==> config.mk <==
export PLATFORM = sky130hd
export DESIGN_NAME = instruction_fetch_unit_flat
export DESIGN_NICKNAME = d
export VERILOG_FILES = /design/src/rtl/fetch_pkg.sv /design/src/rtl/instruction_fetch_unit_if.sv /design/src/rtl/if_id_reg.sv /design/src/rtl/instruction_fetch_unit.sv /design/src/flat_wrapper.sv
export SDC_FILE = /design/constraint.sdc
export NUM_CORES = 1
export LEC_CHECK = 0
export BUFFER_PORTS_ARGS = -buffer_cell sky130_fd_sc_hd__buf_2
export CAP_MARGIN = 20
export CORE_ASPECT_RATIO = 0.5
export CORE_UTILIZATION = 47
export CTS_BUF_LIST = sky130_fd_sc_hd__clkbuf_8
export DETAILED_ROUTE_END_ITERATION = 8
export GPL_TIMING_DRIVEN = 0
export PLACE_DENSITY_LB_ADDON = 0.1
export SYNTH_ARGS = -nofsm -noshare
export SYNTH_HDL_FRONTEND = slang
export SYNTH_SLANG_ARGS = --single-unit
==> constraint.sdc <==
create_clock -name clk -period 2 [get_ports clk]
set_clock_uncertainty 0.1 [all_clocks]
set_input_delay 0.2 -clock clk [delete_from_list [all_inputs] [get_ports clk]]
set_output_delay 0.2 -clock clk [all_outputs]
set_load 0.01 [all_outputs]
==> src/rtl/fetch_pkg.sv <==
// Shared constants for the PA-RISC instruction fetch front end.
package fetch_pkg;

  localparam int ADDR_W_DEFAULT = 8;
  localparam int INSTR_W        = 32;
  localparam int PC_STEP        = 4;

  localparam logic [INSTR_W-1:0]        NOP_INSTR        = 32'h0000_0000;
  localparam logic [ADDR_W_DEFAULT-1:0] RESET_PC_DEFAULT = 8'h00;

endpackage

==> src/rtl/instruction_fetch_unit_if.sv <==
// Instruction memory bus between the fetch unit (master) and the combinational ROM (slave).
interface instruction_fetch_unit_if
  import fetch_pkg::*;
#(
  parameter int ADDR_W = ADDR_W_DEFAULT
);

  logic [ADDR_W-1:0]  imem_addr;
  logic [INSTR_W-1:0] imem_data;

  modport master (output imem_addr, input  imem_data);
  modport slave  (input  imem_addr, output imem_data);

endinterface

==> src/rtl/if_id_reg.sv <==
// IF/ID pipeline register: captured instruction, its address and a live bit.
module if_id_reg
  import fetch_pkg::*;
#(
  parameter int ADDR_W = ADDR_W_DEFAULT
) (
  input  logic               clk,
  input  logic               rst_n,
  input  logic               load,
  input  logic [INSTR_W-1:0] d_instr,
  input  logic [ADDR_W-1:0]  d_pc,
  input  logic               d_valid,
  output logic [INSTR_W-1:0] if_instr,
  output logic [ADDR_W-1:0]  if_pc,
  output logic               if_valid
);

  // NOTE: sequential state uses non-blocking assignments so every register
  // samples pre-edge values regardless of statement order.
  always_ff @(posedge clk or negedge rst_n) begin
    if (!rst_n) begin
      if_instr <= NOP_INSTR;
      if_pc    <= '0;
      if_valid <= 1'b0;
    end else if (load) begin
      if_instr <= d_instr;
      if_pc    <= d_pc;
      if_valid <= d_valid;
    end
  end

endmodule

==> src/rtl/instruction_fetch_unit.sv <==
// Fetch stage: PC/nPC pair with one-delay-slot branching, feeding the IF/ID register.
module instruction_fetch_unit
  import fetch_pkg::*;
#(
  parameter int                ADDR_W   = ADDR_W_DEFAULT,
  parameter logic [ADDR_W-1:0] RESET_PC = ADDR_W'(RESET_PC_DEFAULT)
) (
  input  logic                       clk,
  input  logic                       rst_n,
  instruction_fetch_unit_if.master   imem,
  input  logic                       stall,
  input  logic                       branch_taken,
  input  logic [ADDR_W-1:0]          branch_target,
  input  logic                       nullify,
  output logic [ADDR_W-1:0]          pc,
  output logic [ADDR_W-1:0]          npc,
  output logic [INSTR_W-1:0]         if_instr,
  output logic [ADDR_W-1:0]          if_pc,
  output logic                       if_valid
);

  localparam logic [ADDR_W-1:0] STEP = ADDR_W'(PC_STEP);

  logic [ADDR_W-1:0] npc_eff;

  assign imem.imem_addr = pc;

  // NOTE: combinational outputs get a default first so no path leaves them
  // unassigned and a latch cannot be inferred.
  always_comb begin
    npc_eff = npc;
    if (branch_taken) npc_eff = {branch_target[ADDR_W-1:2], 2'b00};
  end

  // The word at pc when a branch resolves is the delay slot; only the fetch
  // after it is redirected, so the target lands in pc rather than being fetched now.
  always_ff @(posedge clk or negedge rst_n) begin
    if (!rst_n) begin
      pc  <= RESET_PC;
      npc <= RESET_PC + STEP;
    end else if (!stall) begin
      pc  <= npc_eff;
      npc <= npc_eff + STEP;
    end
  end

  if_id_reg #(
    .ADDR_W (ADDR_W)
  ) u_if_id_reg (
    .clk      (clk),
    .rst_n    (rst_n),
    .load     (~stall),
    .d_instr  (imem.imem_data),
    .d_pc     (pc),
    .d_valid  (~nullify),
    .if_instr (if_instr),
    .if_pc    (if_pc),
    .if_valid (if_valid)
  );

endmodule

==> src/flat_wrapper.sv <==
// flat-port wrapper written by rule: the top's interface ports become plain ports
module instruction_fetch_unit_flat import fetch_pkg::*;
#(
  parameter int                ADDR_W   = ADDR_W_DEFAULT,
  parameter logic [ADDR_W-1:0] RESET_PC = ADDR_W'(RESET_PC_DEFAULT)
)
  (clk, rst_n, stall, branch_taken, branch_target, nullify, pc, npc, if_instr, if_pc, if_valid, imem_imem_addr, imem_imem_data);
  instruction_fetch_unit_if #(.ADDR_W(ADDR_W)) imem_i ();
  input  logic clk;
  input  logic rst_n;
  input  logic stall;
  input  logic branch_taken;
  input  logic [ADDR_W-1:0] branch_target;
  input  logic nullify;
  output logic [ADDR_W-1:0] pc;
  output logic [ADDR_W-1:0] npc;
  output logic [INSTR_W-1:0] if_instr;
  output logic [ADDR_W-1:0] if_pc;
  output logic if_valid;
  output wire logic [$bits(imem_i.imem_addr)-1:0] imem_imem_addr;
  input wire logic [$bits(imem_i.imem_data)-1:0] imem_imem_data;
  assign imem_imem_addr = imem_i.imem_addr;
  assign imem_i.imem_data = imem_imem_data;
  instruction_fetch_unit #(.ADDR_W(ADDR_W), .RESET_PC(RESET_PC)) u_core (.clk(clk), .rst_n(rst_n), .imem(imem_i), .stall(stall), .branch_taken(branch_taken), .branch_target(branch_target), .nullify(nullify), .pc(pc), .npc(npc), .if_instr(if_instr), .if_pc(if_pc), .if_valid(if_valid));
endmodule
==> impl_metrics.tcl <==
set metrics [dict create \
    clk_latency_ns 0.29 \
    rr_worst_depth 7 \
    area_growth_syn_to_layout_pct 33.58 \
    maxCapViolCount 0 \
    power_density_nw_per_um2 848.5 \
    avgSynthCellArea_um2 13.13 \
    post_drt_wl_per_cell_um 11.71 \
    ant_nets 0 \
    cts_tree "yes" \
    io_pins 110 \
    relSlewSlack_pct 57.56 \
    synth_top_cell_by_area "dfrtp_1" \
    min_path_cells 2 \
    hp-class "primary input to flip-flop" \
    vias 1600 \
    r2r-start "u_core.npc[3]" \
    setup_slack_ns 0.1851 \
    antenna_cells 0 \
    min_to "u_core.u_if_id_reg.if_instr[26]" \
    die_h_um 50.73 \
    worst_pin_slew_ns 0.6366 \
    drt_first_pass_iters 4 \
    grt_pass1_wl_mm 6.686 \
    grt_max_degree 52 \
    overflow 0 \
    core_um2 4488 \
    path_class "flip-flop to flip-flop" \
    pre_cts_ws_ns 0.1116 \
    rsz0062_at_grt "no" \
    ys_ff_latch 51 \
    start_kind "flip-flop" \
    cts_buffers 5 \
    cp_max_fo 5 \
    synthCells 170 \
    setup_viol 0 \
    start_util_pct 49.74 \
    place.gp.congestion 0.7631 \
    synth_area_um2 2232 \
    vdd_drop_max_uv 431.3 \
    clock-root-buffer "clkbuf_8" \
    crit_required_ns 2.09 \
    end_kind "flip-flop" \
    portBuffers 97 \
    nets 330 \
    viasPerCell 4.558 \
    htree_levels 2 \
    cts_buffer_depth 2 \
    power.leakage_nw 1.509 \
    synth_top_area_share_pct 56.05 \
    period_needed_ns 1.815 \
    hold_path_startpoint "imem_imem_data[26]" \
    dieArea_um2 5046 \
    fmax_mhz 551.0 \
    drv_slew 0 \
    hold_viol_final 0 \
    die_x_um 99.46 \
    grt_use_total_pct 17.33 \
    synth_cell_types 27 \
    post-route-period-util_pct 90.74 \
    worstPathArrival_ns 1.90 \
    place_hpwl_mm 3.059 \
    tns_ns 0 \
    rrSetupSlack_ns 0.19 \
    seq_area_frac_synth_pct 57.23 \
    cts.sinks 51 \
    path_clk_slew_ns 0.09 \
    wl_mm 4.111 \
    synthTopCellsByArea "dfrtp_1, mux2_1, buf_4, mux2i_1, o21ai_1" \
    synth_warnings 0 \
    drive_gt1_share_pct 45.61 \
    r2r-end "u_core.npc[6]" \
    first_global_vias 1511 \
    drtIter0Drc 44 \
    rows 17 \
    drc 0 \
    antenna_found_initial 0 \
    status "complete, no violations" \
]
[cell usage after synthesis (all sizes together)]
| cell | count |
|---|---|
| dfrtp | 50 |
| a21oi | 4 |
| o211ai | 2 |
| mux2i | 8 |
| conb | 1 |
| nor3 | 3 |
| mux2 | 38 |
| a21o | 2 |
| clkbuf | 4 |
| nor2b | 2 |
| nand2b | 1 |
| inv | 4 |
| o21ai | 8 |
| o22ai | 1 |
| buf | 19 |
| nand2 | 9 |
| dfstp | 1 |
| xnor2 | 2 |
| nand3 | 3 |
| xor2 | 1 |
| a2111oi | 1 |
| nand3b | 1 |
| ha | 1 |
| nor2 | 4 |
[cell type report]
cell class | instances | area, um^2
well taps | 66 | 82.58
repair buffers | 100 | 533.0
fillers | 391 | 1506
flip-flops and latches | 51 | 1277
clock buffers | 7 | 96.34
clock inverters | 1 | 3.754
inverters | 4 | 15.01
plain buffers | 23 | 147.6
multi-input cells | 99 | 825.8
[critical path, cell delays in order (launching register included)]
cell and delay, ns:
dfrtp_1 0.41, mux2i_2 0.26, inv_1 0.10, ha_1 0.25, nand3_1 0.11, mux2i_1 0.20
o22ai_1 0.11, a21o_1 0.17
[state kept, by name, indices dropped and copies added, names as in the netlist]
register / cells
u_core.u_if_id_reg.if_valid: 1
u_core.npc: 6
u_core.u_if_id_reg.if_instr: 32
u_core.u_if_id_reg.if_pc: 6
u_core.imem.imem_addr: 6
[layout by cell type (no fill, tap or decap)]
| cell type | Yosys | layout |
|---|---|---|
| ha_1 | 1 | 1 |
| nand2_1 | 9 | 9 |
| clkbuf_1 | 4 | 4 |
| mux2_2 | 1 | 1 |
| buf_2 | 4 | 101 |
| conb_1 | 1 | 8 |
| nor2_1 | 4 | 4 |
| xnor2_1 | 2 | 2 |
| a21o_1 | 2 | 2 |
| o211ai_1 | 2 | 2 |
| clkbuf_8 | 0 | 7 |
| buf_16 | 0 | 1 |
| nor3_1 | 3 | 3 |
| o21ai_0 | 1 | 1 |
| xor2_1 | 1 | 1 |
| nor2b_1 | 2 | 2 |
| mux2i_1 | 8 | 6 |
| nand3b_4 | 1 | 1 |
| o21ai_1 | 7 | 7 |
| dfstp_2 | 1 | 1 |
| inv_1 | 4 | 5 |
| dfrtp_1 | 50 | 50 |
| mux2_1 | 37 | 37 |
| mux2i_2 | 0 | 2 |
| nand2b_1 | 1 | 1 |
| buf_4 | 15 | 15 |
| nand3_1 | 3 | 3 |
| o22ai_1 | 1 | 1 |
| a2111oi_4 | 1 | 1 |
| a21oi_1 | 4 | 4 |
| dlygate4sd3_1 | 0 | 2 |
[metal layers]
metal | global-route usage (%) | routed length (um)
met3 | 6.964 | 331
met5 | 0 | 0
met2 | 29.05 | 1839
met1 | 21.36 | 1928
met4 | 3.676 | 11
[timing repair]
action,CTS,global route
setup endpoints to repair,0,1
buffers inserted,0,0
hold buffers,1,1
resized for setup,0,2
endpoints found under the hold margin,1,26
[cell families after synthesis]
logic type,count (synthesis),share of synthesized area [%]
AOI/OAI and AO/OA,18,5.549
xor gates and xnor gates,3,1.177
adders and majority gates,1,0.5604
buffers and inverters,27,7.287
DFF,51,57.23
muxes,46,22.76
other,1,0.1680
and+or+nand+nor,23,5.268
[power breakdown]
part / switching, mW / internal [mW]
combinational: 0.311 / 0.314
sequential: 0.101 / 1.18
clock: 0.317 / 0.311
total: 0.728 / 1.80
[how the worst max path moves through the flow]
| stage | from | to | slack [ns] |
|---|---|---|---|
| CTS | u_core.npc[3] | u_core.npc[6] | 0.10 |
| finish | u_core.npc[3] | u_core.npc[6] | 0.19 |
| global placement | branch_taken | u_core.npc[6] | 0.12 |
| global route | u_core.npc[3] | u_core.npc[6] | 0.03 |
| floorplan | u_core.npc[3] | u_core.npc[6] | 0.26 |
| detailed placement | branch_taken | u_core.npc[6] | 0.11 |
[through the flow]
step	area, um^2	hold WS [ns]	power (mW)	util (%)	cells
final	2982	0.01162	2.530	66.43	351
after global placement	2826	0.2806	1.896	62.98	340
after CTS	2937	0.004995	2.551	65.43	349
after floorplan	2258	-0.1956	1.639	-	177
after detailed placement	2826	0.2903	1.918	62.98	340
after global routing	2982	0.005463	2.685	66.43	351
No activity file was read; power rests on OpenSTA's default activity.
